<file path="src/rtl/imem_boot_loader.sv">
// rtl/imem_boot_loader.sv - byte-stream boot loader that fills instruction memory and releases the core
//
// Receives a framed byte stream (16-bit little-endian word count N, then N
// little-endian 32-bit words) and writes each word into instruction memory.
// The core is held in reset for the whole load and on any load error.
// cpu_reset is released once the final word has been written.
//
// Optional feature macro: IMEM_BOOT_CHECKSUM_EN. When it is defined, the frame
// ends with a 4-byte little-endian sum of all words (mod 2^32). The core is
// released only when that sum matches the words received.
//
// Ports:
//   clk          in   clock, rising edge
//   reset        in   asynchronous active-low reset
//   s_valid      in   byte-stream valid
//   s_data       in   byte-stream data [7:0]
//   s_ready      out  byte-stream ready (registered)
//   reload       in   single-cycle restart request, honoured in RUN/ERR
//   imem_we      out  instruction-memory write strobe (one cycle per word)
//   imem_addr    out  instruction-memory word address [ADDR_WIDTH-1:0]
//   imem_wdata   out  instruction-memory write data [31:0]
//   cpu_reset    out  active-high reset to the processor
//   done         out  load complete, core running
//   error        out  load aborted
//   words_loaded out  words written in the current load [ADDR_WIDTH:0]

module imem_boot_loader #(
    parameter int ADDR_WIDTH = 8
) (
    input  logic                  clk,
    input  logic                  reset,
    input  logic                  s_valid,
    input  logic [7:0]            s_data,
    output logic                  s_ready,
    input  logic                  reload,
    output logic                  imem_we,
    output logic [ADDR_WIDTH-1:0] imem_addr,
    output logic [31:0]           imem_wdata,
    output logic                  cpu_reset,
    output logic                  done,
    output logic                  error,
    output logic [ADDR_WIDTH:0]   words_loaded
);

`ifdef IMEM_BOOT_CHECKSUM_EN
    typedef enum logic [2:0] {
        ST_HDR_LO = 3'd0,
        ST_HDR_HI = 3'd1,
        ST_DATA   = 3'd2,
        ST_CHK    = 3'd3,
        ST_FIN    = 3'd4,
        ST_RUN    = 3'd5,
        ST_ERR    = 3'd6
    } state_t;
`else
    typedef enum logic [2:0] {
        ST_HDR_LO = 3'd0,
        ST_HDR_HI = 3'd1,
        ST_DATA   = 3'd2,
        ST_FIN    = 3'd4,
        ST_RUN    = 3'd5,
        ST_ERR    = 3'd6
    } state_t;
`endif

    localparam logic [ADDR_WIDTH-1:0] IDX_ONE = {{(ADDR_WIDTH-1){1'b0}}, 1'b1};
    localparam logic [ADDR_WIDTH:0]   WL_ONE  = {{ADDR_WIDTH{1'b0}}, 1'b1};

    state_t                state;
    state_t                next_state;
    logic                  next_ready;
    logic [1:0]            byte_cnt;
    logic [ADDR_WIDTH-1:0] word_idx;
    logic [15:0]           count;
    logic [23:0]           acc;
    logic                  xfer;
    logic                  last_word;
    logic                  bad_count;
    logic [15:0]           hdr_n;
    logic [31:0]           assembled;
`ifdef IMEM_BOOT_CHECKSUM_EN
    logic [31:0]           sum;
`endif

    assign xfer      = s_valid & s_ready;
    assign assembled = {s_data, acc};
    assign hdr_n     = {s_data, count[7:0]};
    // A count of 0 is meaningless and anything above capacity would wrap the word index.
    assign bad_count = (hdr_n == 16'd0) || (32'(hdr_n) > (32'd1 << ADDR_WIDTH));
    assign last_word = (32'(word_idx) == (32'(count) - 32'd1));

    always_comb begin
        next_state = state;
        case (state)
            ST_HDR_LO: if (xfer) next_state = ST_HDR_HI;
            ST_HDR_HI: if (xfer) next_state = bad_count ? ST_ERR : ST_DATA;
            ST_DATA: begin
                if (xfer && byte_cnt == 2'd3 && last_word) begin
`ifdef IMEM_BOOT_CHECKSUM_EN
                    next_state = ST_CHK;
`else
                    next_state = ST_FIN;
`endif
                end
            end
`ifdef IMEM_BOOT_CHECKSUM_EN
            ST_CHK: begin
                if (xfer && byte_cnt == 2'd3)
                    next_state = (assembled == sum) ? ST_FIN : ST_ERR;
            end
`endif
            ST_FIN:    next_state = ST_RUN;
            ST_RUN:    if (reload) next_state = ST_HDR_LO;
            ST_ERR:    if (reload) next_state = ST_HDR_LO;
            default:   next_state = ST_HDR_LO;
        endcase
    end

    // Ready is registered from the next state, so it drops on the very edge
    // that accepts the last frame byte and no extra byte can slip in.
    always_comb begin
        next_ready = 1'b0;
        case (next_state)
            ST_HDR_LO, ST_HDR_HI, ST_DATA: next_ready = 1'b1;
`ifdef IMEM_BOOT_CHECKSUM_EN
            ST_CHK:                        next_ready = 1'b1;
`endif
            default:                       next_ready = 1'b0;
        endcase
    end

    always_ff @(posedge clk or negedge reset) begin
        if (!reset) begin
            state        <= ST_HDR_LO;
            s_ready      <= 1'b0;
            imem_we      <= 1'b0;
            imem_addr    <= '0;
            imem_wdata   <= '0;
            cpu_reset    <= 1'b1;
            done         <= 1'b0;
            error        <= 1'b0;
            words_loaded <= '0;
            byte_cnt     <= 2'd0;
            word_idx     <= '0;
            count        <= 16'd0;
            acc          <= 24'd0;
`ifdef IMEM_BOOT_CHECKSUM_EN
            sum          <= 32'd0;
`endif
        end else begin
            state   <= next_state;
            s_ready <= next_ready;
            imem_we <= 1'b0;
            case (state)
                ST_HDR_LO: if (xfer) count[7:0] <= s_data;
                ST_HDR_HI: begin
                    if (xfer) begin
                        count[15:8] <= s_data;
                        if (bad_count) error <= 1'b1;
                    end
                end
                ST_DATA: begin
                    if (xfer) begin
                        byte_cnt <= byte_cnt + 2'd1;
                        case (byte_cnt)
                            2'd0: acc[7:0]   <= s_data;
                            2'd1: acc[15:8]  <= s_data;
                            2'd2: acc[23:16] <= s_data;
                            default: begin
                                imem_we      <= 1'b1;
                                imem_addr    <= word_idx;
                                imem_wdata   <= assembled;
                                words_loaded <= words_loaded + WL_ONE;
`ifdef IMEM_BOOT_CHECKSUM_EN
                                sum          <= sum + assembled;
`endif
                                // Hold the index at N-1 so it never runs past the frame.
                                if (!last_word) word_idx <= word_idx + IDX_ONE;
                            end
                        endcase
                    end
                end
`ifdef IMEM_BOOT_CHECKSUM_EN
                ST_CHK: begin
                    if (xfer) begin
                        byte_cnt <= byte_cnt + 2'd1;
                        case (byte_cnt)
                            2'd0: acc[7:0]   <= s_data;
                            2'd1: acc[15:8]  <= s_data;
                            2'd2: acc[23:16] <= s_data;
                            default: if (assembled != sum) error <= 1'b1;
                        endcase
                    end
                end
`endif
                ST_FIN: begin
                    cpu_reset <= 1'b0;
                    done      <= 1'b1;
                end
                ST_RUN: begin
                    if (reload) begin
                        cpu_reset    <= 1'b1;
                        done         <= 1'b0;
                        words_loaded <= '0;
                        word_idx     <= '0;
                        byte_cnt     <= 2'd0;
`ifdef IMEM_BOOT_CHECKSUM_EN
                        sum          <= 32'd0;
`endif
                    end
                end
                ST_ERR: begin
                    cpu_reset <= 1'b1;
                    if (reload) begin
                        error        <= 1'b0;
                        words_loaded <= '0;
                        word_idx     <= '0;
                        byte_cnt     <= 2'd0;
`ifdef IMEM_BOOT_CHECKSUM_EN
                        sum          <= 32'd0;
`endif
                    end
                end
                default: ;
            endcase
        end
    end

endmodule

</file>
<file path="config.mk">
export PLATFORM = sky130hd
export DESIGN_NAME = imem_boot_loader
export DESIGN_NICKNAME = d
export VERILOG_FILES = /design/src/rtl/imem_boot_loader.sv
export SDC_FILE = /design/constraint.sdc
export NUM_CORES = 1
export LEC_CHECK = 0
export BUFFER_PORTS_ARGS = -buffer_cell sky130_fd_sc_hd__buf_2
export CAP_MARGIN = 20
export CORE_MARGIN = 4
export CORE_UTILIZATION = 40
export CTS_BUF_LIST = sky130_fd_sc_hd__clkbuf_8 sky130_fd_sc_hd__clkbuf_16
export DETAILED_ROUTE_END_ITERATION = 8
export SYNTH_ARGS = -nofsm -noshare
export SYNTH_HDL_FRONTEND = slang
export SYNTH_SLANG_ARGS = --single-unit
</file>
<file path="constraint.sdc">
create_clock -name clk -period 3.9 [get_ports clk]
set_clock_uncertainty 0.15 [all_clocks]
set_input_delay 0.39 -clock clk [delete_from_list [all_inputs] [get_ports clk]]
set_output_delay 0.39 -clock clk [all_outputs]
set_load 0.03 [all_outputs]
</file>
==> summary.md, run 1 <==
| Metric | Value |
|---|---|
| HPWL after detailed placement | `8043 um` |
| Static Leakage | `3.002 nW` |
| Power density cells | `663.2 nW/um2` |
| Worst setup path startpoint | `count[7]` |
| Library cells used by synthesis | `a little under 60` |
| Nature of the critical path startpoint | `flip-flop` |
| CTS clk-pin slew, worst paths | `0.07 ns` |
| Area delta synth->final | `16.37%` |
| Sequential fraction of the synthesis area | `53.75%` |
| Transition time of the tightest slew-check pin | `approximately 0.77 ns` |
| Share of synthesized cell area in full adder, half adder and majority cells | `between 2 and 2.5%` |
| Worst-case register-to-register setup slack | `roughly 1.0 ns` |
| Share of the synthesized netlist area taken by xor and xnor gates | `2.812%` |
| Cell type with the highest aggregate area in the netlist | `sky130_fd_sc_hd__dfrtp_1` |
| Worst slew margin | `48.89%` |
| TritonCTS clock tree | `done` |
| Origin of the critical flop-to-flop path | `count[7]` |
| Setup_tns | `0 ns` |
| Root Buffer | `sky130_fd_sc_hd__clkbuf_16` |
| Synth top cells by count | `sky130_fd_sc_hd__nand2_1, sky130_fd_sc_hd__dfrtp_1, sky130_fd_sc_hd__mux2_2` |
| Non-Filler Cell Area, Final | `5799 um2` |
| Port Buffers | `65` |
| Reg2reg path depth | `7` |
| Post-synthesis simple-gate area fraction | `22.42%` |
| F_max | `0.3480 GHz` |
| Clock sinks | `around 110` |
| Cell Area, Synth | `4984 um2` |
| GP Congestion | `about 0.9` |
| RSZ-0062 raised after global routing | `no` |
| Net count of the mapped netlist | `512` |
| Number of clock buffers inserted by TritonCTS | `9` |
| Total area of multi-input combinational cells | `2176 um2` |
| First-pass GRT wire length | `19,080 um` |
| Final critical path time including I/O delays and setup | `2.873 ns` |
| Final routed wire length divided by cell count | `15.84 um` |
| Site row count | `40` |
| Count of mapped cells out of synthesis | `492` |
| Portion of netlist area occupied by mux cells | `9.666%` |
| Fraction of post-synthesis cell area in the top cell type by area | `53.23%` |
| Top post-synthesis cells by area | `sky130_fd_sc_hd__dfrtp_1, sky130_fd_sc_hd__nand2_1, sky130_fd_sc_hd__mux2_2, sky130_fd_sc_hd__ha_1, sky130_fd_sc_hd__o21ai_0` |
| Vias in the first global route | `3,679` |
| Final setup violating endpoints | `0` |
| Dominant synthesized flop cell | `sky130_fd_sc_hd__dfrtp_1` |
| Number of antenna violations at the first check in global routing | `0` |
| Total vias in the final route | `3,667` |
| Startpoint-to-endpoint class of the critical path | `reg2reg` |
| Overall track demand over capacity in global routing | `16.73%` |
| Post-layout instance count excluding filler cells | `728` |
| Pin count of the biggest net entering global routing | `61` |
| Number of instances in the placed design | `711` |
| Share of cells above drive strength 1 | `25.36%` |
| Via density per instance | `5.037` |
| Cell with the most instances after synthesis | `sky130_fd_sc_hd__nand2_1` |
| CTS H-Tree Depth | `3` |
| Status | `finished, final reports clean` |
| Compound-gate portion of the synthesized area | `6.653%` |
| Final antenna diode count | `0` |
| Async set-or-reset flop fraction in the synthesized netlist | `100.0%` |
| Core region area | `approximately 12,000 um2` |
| Warnings from Yosys | `0` |
| Crit path capture type | `flip-flop` |
| Period utilisation layout | `73.68%` |
| Data required, critical path | `3.98 ns` |
| Post-route antenna net violation count | `0` |
| Buffer levels on the longest clock path | `2` |
| Number of setup buffers added after CTS | `0` |
| Routed wire length | `11,530 um` |
| Placed instance area | `5479 um2` |
| Number of maximum-capacitance violations | `0` |
| CP max FO | `8` |
| Final worst-path setup slack | `1.027 ns` |
| Termination of the worst setup path | `word_idx[0]` |
| Initial DRT Pass Iterations | `4` |
| Starting density of the core | `41.15%` |
| Clock network latency to the later pin of the worst-skew pair | `0.35 ns` |
| Final hold vios | `0` |
| Seq. cell area | `2679 um2` |
| Path type of the worst min-delay path | `in2reg` |
| Width of the die | `between 100 and 150 um` |
| Post-route DRC violation count | `0` |
| Dpl ws | `approximately 1.1 ns` |
| Post-synthesis average cell area | `10.13 um2` |
| Final nets | `approximately 580` |
| Overall die height | `119.6 um` |
| Die area | `14,310 um2` |
| Critical R2R Capture | `word_idx[0]` |
| Final-report max-slew violation count | `0` |
| Number of inserted filler cells in the final layout | `1,197` |
| Crit path arrival time | `2.95 ns` |
| Number of enable flip-flop cells after synthesis | `0` |
| Final global-route overflow total | `0` |
| Startpoint of the lowest-slack hold path | `s_data[7]` |
| Starting DRC count in detailed routing | `~150` |
| Number of flip-flops and latches in the synthesized netlist | `107` |
| Main combinational cell family by area after synthesis | `simple AND/OR/NAND/NOR gates` |
| Worst voltage drop across the vdd grid | `256.9 uV` |
| Post-cts repair resize count | `0` |
| Top-Level Pins | `66` |
| Total power of the final layout | `a little under 4 mW` |
cells by family (layout without fill, tap and decap cells):
family	Yosys count	in the layout
adder cells (fa/ha/maj)	8	8
AND/OR/NAND/NOR	238	238
AO/OA/AOI/OAI	49	49
multiplexers	43	43
flip-flops	107	107
buffers and inverters	31	99
XOR/XNOR	16	16
critical path: stages, from the launching register on:
cell,delay (ns)
sky130_fd_sc_hd__dfrtp_1,0.46
sky130_fd_sc_hd__nor4_1,0.58
sky130_fd_sc_hd__and3_1,0.33
sky130_fd_sc_hd__nand4b_2,0.14
sky130_fd_sc_hd__a2111oi_4,0.43
sky130_fd_sc_hd__nand4_4,0.19
sky130_fd_sc_hd__nand2_2,0.16
sky130_fd_sc_hd__mux2_4,0.30
routing by layer:
metal	vias up	track usage, %	wire [um]
li1	1795	-	-
met1	1802	23.61	5646
met2	56	26.27	5366
met3	14	2.309	288
met4	0	6.371	229
met5	-	0	0
registers in the layout, summed over array words and instances (netlist names):
name,cells
acc,24
cpu_reset,1
done,1
count,16
word_idx,8
words_loaded,9
byte_cnt,2
s_ready,1
imem_we,1
imem_wdata,32
error,1
imem_addr,8
state,3
stage by stage:
step	hold WS [ns]	util, %
finish	0.2052	47.88
global route	0.2158	47.88
CTS	0.1986	47.88
detailed placement	0.3003	45.24
global placement	0.2915	45.24
floorplan	-0.05559	-
cells in the final DEF, fill, tap and decap left out, types with 4 or more instances in the layout:
master	n
sky130_fd_sc_hd__a21oi_1	10
sky130_fd_sc_hd__dfrtp_1	106
sky130_fd_sc_hd__inv_1	11
sky130_fd_sc_hd__nand3_1	7
sky130_fd_sc_hd__mux2i_1	5
sky130_fd_sc_hd__mux2_2	37
sky130_fd_sc_hd__o21ai_0	19
sky130_fd_sc_hd__or2_2	4
sky130_fd_sc_hd__nor3_1	8
sky130_fd_sc_hd__nand2_1	154
sky130_fd_sc_hd__nand2b_1	5
sky130_fd_sc_hd__nor2_1	17
sky130_fd_sc_hd__xor2_1	10
sky130_fd_sc_hd__nand4_1	6
sky130_fd_sc_hd__and3_1	5
sky130_fd_sc_hd__nor4_1	6
sky130_fd_sc_hd__buf_4	7
sky130_fd_sc_hd__buf_2	64
sky130_fd_sc_hd__clkbuf_16	9
sky130_fd_sc_hd__xnor2_1	6
sky130_fd_sc_hd__ha_1	8
how the worst min path moves through the flow:
stage	to	slack, ns	cells after the start
2_1_floorplan	acc[0]	-0.06	0
3_3_place_gp	imem_wdata[20]	0.29	2
3_5_place_dp	imem_wdata[3]	0.30	2
4_1_cts	imem_wdata[31]	0.20	3
5_1_grt	imem_wdata[30]	0.22	3
6_report	imem_wdata[31]	0.21	3
repair_timing:
| item | in CTS | in global routing |
|---|---|---|
| hold buffers | 1 | 0 |
| endpoints found under the setup margin | 0 | 0 |
| endpoints found under the hold margin | 21 | 0 |
report_power, final:
| group | switching, mW | internal [mW] |
|---|---|---|
| logic | 0.644 | 0.515 |
| registers | 0.323 | 1.42 |
| clock network | 0.418 | 0.523 |
| total | 1.39 | 2.46 |
area by class of cell:
type / count / share of cell area (%)
inverter: 11 / 0.7120
sequential: 107 / 46.19
multi-input combinational: 354 / 37.52
clock inverter: 6 / 1.230
clock buffer: 10 / 4.121
timing repair buffer: 72 / 6.602
tap: 168 / 3.625
(Power assumes the default switching activity.)
==> run 2: changes to the inputs <==
--- a/config.mk
+++ b/config.mk
@@ -5,6 +5,7 @@
 export SDC_FILE = /design/constraint.sdc
 export NUM_CORES = 1
 export LEC_CHECK = 0
+export ABC_AREA = 1
 export BUFFER_PORTS_ARGS = -buffer_cell sky130_fd_sc_hd__buf_2
 export CAP_MARGIN = 20
 export CORE_MARGIN = 4
==> constraint.sdc (replaced) <==
create_clock -name clk -period 2.35 [get_ports clk]
set_clock_uncertainty 0.15 [all_clocks]
set_input_delay 0.235 -clock clk [delete_from_list [all_inputs] [get_ports clk]]
set_output_delay 0.235 -clock clk [all_outputs]
set_load 0.03 [all_outputs]
==> run 2 against run 1 <==
Sequential share of layout area shrank 0.66 points. Via count is 13% higher. Combinational power up 84%. Final area grew 1.4%. Worst setup slack got worse by 0.80 ns. First-iteration DRC count up 57%. Die area is 1.1% higher. Critical endpoint is now word_idx[5].
==> summary.md, run 2 <==
| Metric | Value |
|---|---|
| Status | `finished, final reports clean` |
| Smallest hold slack | `0.1274 ns` |
| Worst setup path startpoint | `count[0]` |
| Most common cell after layout, fill and taps aside | `sky130_fd_sc_hd__nand2_1` |
| Buffer levels on the longest clock path | `2` |
| Data required, critical path | `2.49 ns` |
| Post-synthesis average cell area | `8.184 um2` |
| Net count of the mapped netlist | `between 600 and 700` |
| Clock network latency to the later pin of the worst-skew pair | `0.35 ns` |
| Path type of the worst min-delay path | `in2reg` |
| Power density cells | `between 1000 and 1500 nW/um2` |
| F_max | `~0.47 GHz` |
| Final nets | `705` |
| Sequential fraction of the synthesis area | `53.14%` |
| Width of the die | `120.3 um` |
| Routed wire length | `11,900 um` |
| Die area | `14,460 um2` |
| Async set-or-reset flop fraction in the synthesized netlist | `100.0%` |
| CTS H-Tree Depth | `3` |
| Fraction of post-synthesis cell area in the top cell type by area | `between 50% and 60%` |
| Startpoint-to-endpoint class of the critical path | `reg2reg` |
| Reg with most FFs | `imem_wdata` |
| CTS clk-pin slew, worst paths | `0.07 ns` |
| Top Registers | `imem_wdata: 32 flops, acc: 24 flops, count: 16 flops` |
| Number of clock buffers inserted by TritonCTS | `9` |
| Setup_tns | `0 ns` |
| RSZ-0062 raised after global routing | `no` |
| Overall die height | `120.3 um` |
| Worst slew margin | `around two fifths` |
| Vias in the first global route | `4,122` |
| Final-report max-slew violation count | `0` |
| Count of mapped cells out of synthesis | `roughly 620` |
| Site row count | `40` |
| Hold Crit Endpoint | `state[1]` |
| Starting DRC count in detailed routing | `240` |
| Total area of multi-input combinational cells | `just over 2000 um2` |
| Worst-case register-to-register setup slack | `0.23 ns` |
| Total power of the final layout | `around 6.4 mW` |
| Crit path arrival time | `2.26 ns` |
| Cell type with the highest aggregate area in the netlist | `sky130_fd_sc_hd__dfrtp_1` |
| Post-route antenna net violation count | `0` |
| Number of maximum-capacitance violations | `0` |
| Origin of the critical flop-to-flop path | `count[0]` |
| Core region area | `12,160 um2` |
| Cell with the most instances after synthesis | `sky130_fd_sc_hd__nand2_1` |
| Initial DRT Pass Iterations | `5` |
| Final critical path time including I/O delays and setup | `between 2 and 2.5 ns` |
| Startpoint of the lowest-slack hold path | `reload` |
| Top post-synthesis cells by area | `sky130_fd_sc_hd__dfrtp_1, sky130_fd_sc_hd__nand2_1, sky130_fd_sc_hd__o21ai_0, sky130_fd_sc_hd__inv_1, sky130_fd_sc_hd__nor2_1` |
| TritonCTS clock tree | `done` |
| Number of flip-flops and latches in the synthesized netlist | `107` |
| Synth top cells by count | `sky130_fd_sc_hd__nand2_1, sky130_fd_sc_hd__dfrtp_1, sky130_fd_sc_hd__o21ai_0` |
| Top-Level Pins | `66` |
| First-pass GRT wire length | `20,240 um` |
| Period utilisation layout | `90.38%` |
| Via density per instance | `4.819` |
| Number of setup buffers added after CTS | `0` |
| Area delta synth->final | `16.70%` |
| Library cells used by synthesis | `34` |
| Warnings from Yosys | `0` |
| Critical R2R Capture | `word_idx[5]` |
| Number of antenna violations at the first check in global routing | `0` |
| Final hold vios | `0` |
| Transition time of the tightest slew-check pin | `0.8873 ns` |
| Static Leakage | `3.104 nW` |
| Number of inserted filler cells in the final layout | `1,246` |
| Cell Area, Synth | `5041 um2` |
| GP Congestion | `0.9171` |
| Pin count of the biggest net entering global routing | `56` |
| Dominant synthesized flop cell | `sky130_fd_sc_hd__dfrtp_1` |
| Seq. cell area | `2679 um2` |
| Root Buffer | `sky130_fd_sc_hd__clkbuf_16` |
| Final global-route overflow total | `0` |
| Number of enable flip-flop cells after synthesis | `0` |
| Worst voltage drop across the vdd grid | `approximately 700 uV` |
| Max reg flops | `32` |
| HPWL after detailed placement | `8700 um` |
| Share of cells above drive strength 1 | `between 15 and 20%` |
| Final antenna diode count | `0` |
| Total vias in the final route | `4,135` |
| Overall track demand over capacity in global routing | `17.53%` |
| Starting density of the core | `41.45%` |
| Worst hold path cell count | `4` |
| Top library cells by usage in the layout, fill and taps aside | `sky130_fd_sc_hd__nand2_1, sky130_fd_sc_hd__dfrtp_1, sky130_fd_sc_hd__o21ai_0` |
| CP max FO | `10` |
| Nature of the critical path startpoint | `flip-flop` |
| Clock sinks | `107` |
| Post-route DRC violation count | `0` |
| Port Buffers | `65` |
| Final routed wire length divided by cell count | `13.87 um` |
| Crit path capture type | `flip-flop` |
| Final setup violating endpoints | `0` |
| Reg2reg path depth | `14` |
## run 2: cell count changes in the layout (fill, tap and decap cells not counted), sizes merged, moves of 8 or more
cell / before / now
nand2: 155 / 236
nor2: 18 / 51
o21ai: 21 / 68
nand3: 8 / 33
inv: 13 / 62
mux2: 38 / 0
a21oi: 10 / 2
## run 2: final cells by class
class | instances | area share [%]
inverters | 58 | 3.701
clock inverters | 6 | 0.9358
clock buffers | 10 | 4.062
multi-input cells | 436 | 35.35
well taps | 168 | 3.573
flip-flops and latches | 107 | 45.53
repair buffers | 73 | 6.848
## run 2: report_power, final
part           internal, mW  leakage (nW)  switching (mW)
Clock                 0.771         0.140           0.708
Sequential             2.34          1.43           0.470
Combinational         0.729          1.54            1.41
Total                  3.84          3.10            2.58
## run 2: critical path, cell delays in order (launching register included)
cell and delay, ns:
sky130_fd_sc_hd__dfrtp_1 0.40, sky130_fd_sc_hd__inv_1 0.09, sky130_fd_sc_hd__ha_2 0.22, sky130_fd_sc_hd__nand2_2 0.11
sky130_fd_sc_hd__nor2_4 0.19, sky130_fd_sc_hd__inv_2 0.05, sky130_fd_sc_hd__nand2_1 0.06, sky130_fd_sc_hd__nand3_1 0.08
sky130_fd_sc_hd__nor2_2 0.09, sky130_fd_sc_hd__nand3_2 0.08, sky130_fd_sc_hd__nor2_4 0.14, sky130_fd_sc_hd__nand2_4 0.12
sky130_fd_sc_hd__nand2_4 0.14, sky130_fd_sc_hd__nand2_1 0.06, sky130_fd_sc_hd__nand2_1 0.06
## run 2: stage by stage
stage                     instance area (um2)  cells  utilization (%)  setup WS [ns]
after floorplan                          5041    616                -         0.3937
after global placement                   5577    841            45.85         0.2461
after detailed placement                 5577    841            45.85         0.1863
after CTS                                5881    858            48.35         0.1704
after global routing                     5883    858            48.37       0.007164
final                                    5883    858            48.37         0.2261
## run 2: worst max-delay path by stage
| stage | to | cells past startpoint |
|---|---|---|
| 3_3_place_gp | word_idx[7] | 14 |
| 6_report | word_idx[5] | 14 |
| 3_5_place_dp | word_idx[5] | 14 |
| 5_1_grt | word_idx[5] | 14 |
| 4_1_cts | word_idx[5] | 14 |
| 2_1_floorplan | s_ready | 13 |
## run 2: repair_timing
item                                    CTS  global route
hold buffers                              1             0
endpoints found under the setup margin    0             7
hold endpoints to repair                 28             0
resized for setup                         0             1
## run 2: per-layer routing
metal,GRT usage (%),vias to the layer above,wire length (um)
li1,-,2089,-
met1,23.79,1915,5608
met2,28.21,118,5437
met3,3.601,13,646
met4,5.878,0,209
met5,0,-,0
## run 2: kinds of logic (layout without fill, tap and decap cells)
| logic type | count (synthesis) | in the layout | synth area share, % |
|---|---|---|---|
| AO/OA/AOI/OAI | 76 | 76 | 8.240 |
| XOR/XNOR | 12 | 12 | 2.085 |
| adder cells (fa/ha/maj) | 8 | 8 | 1.986 |
| buffers and inverters | 73 | 147 | 5.708 |
| flip-flops | 107 | 107 | 53.14 |
| AND/OR/NAND/NOR | 340 | 340 | 28.84 |
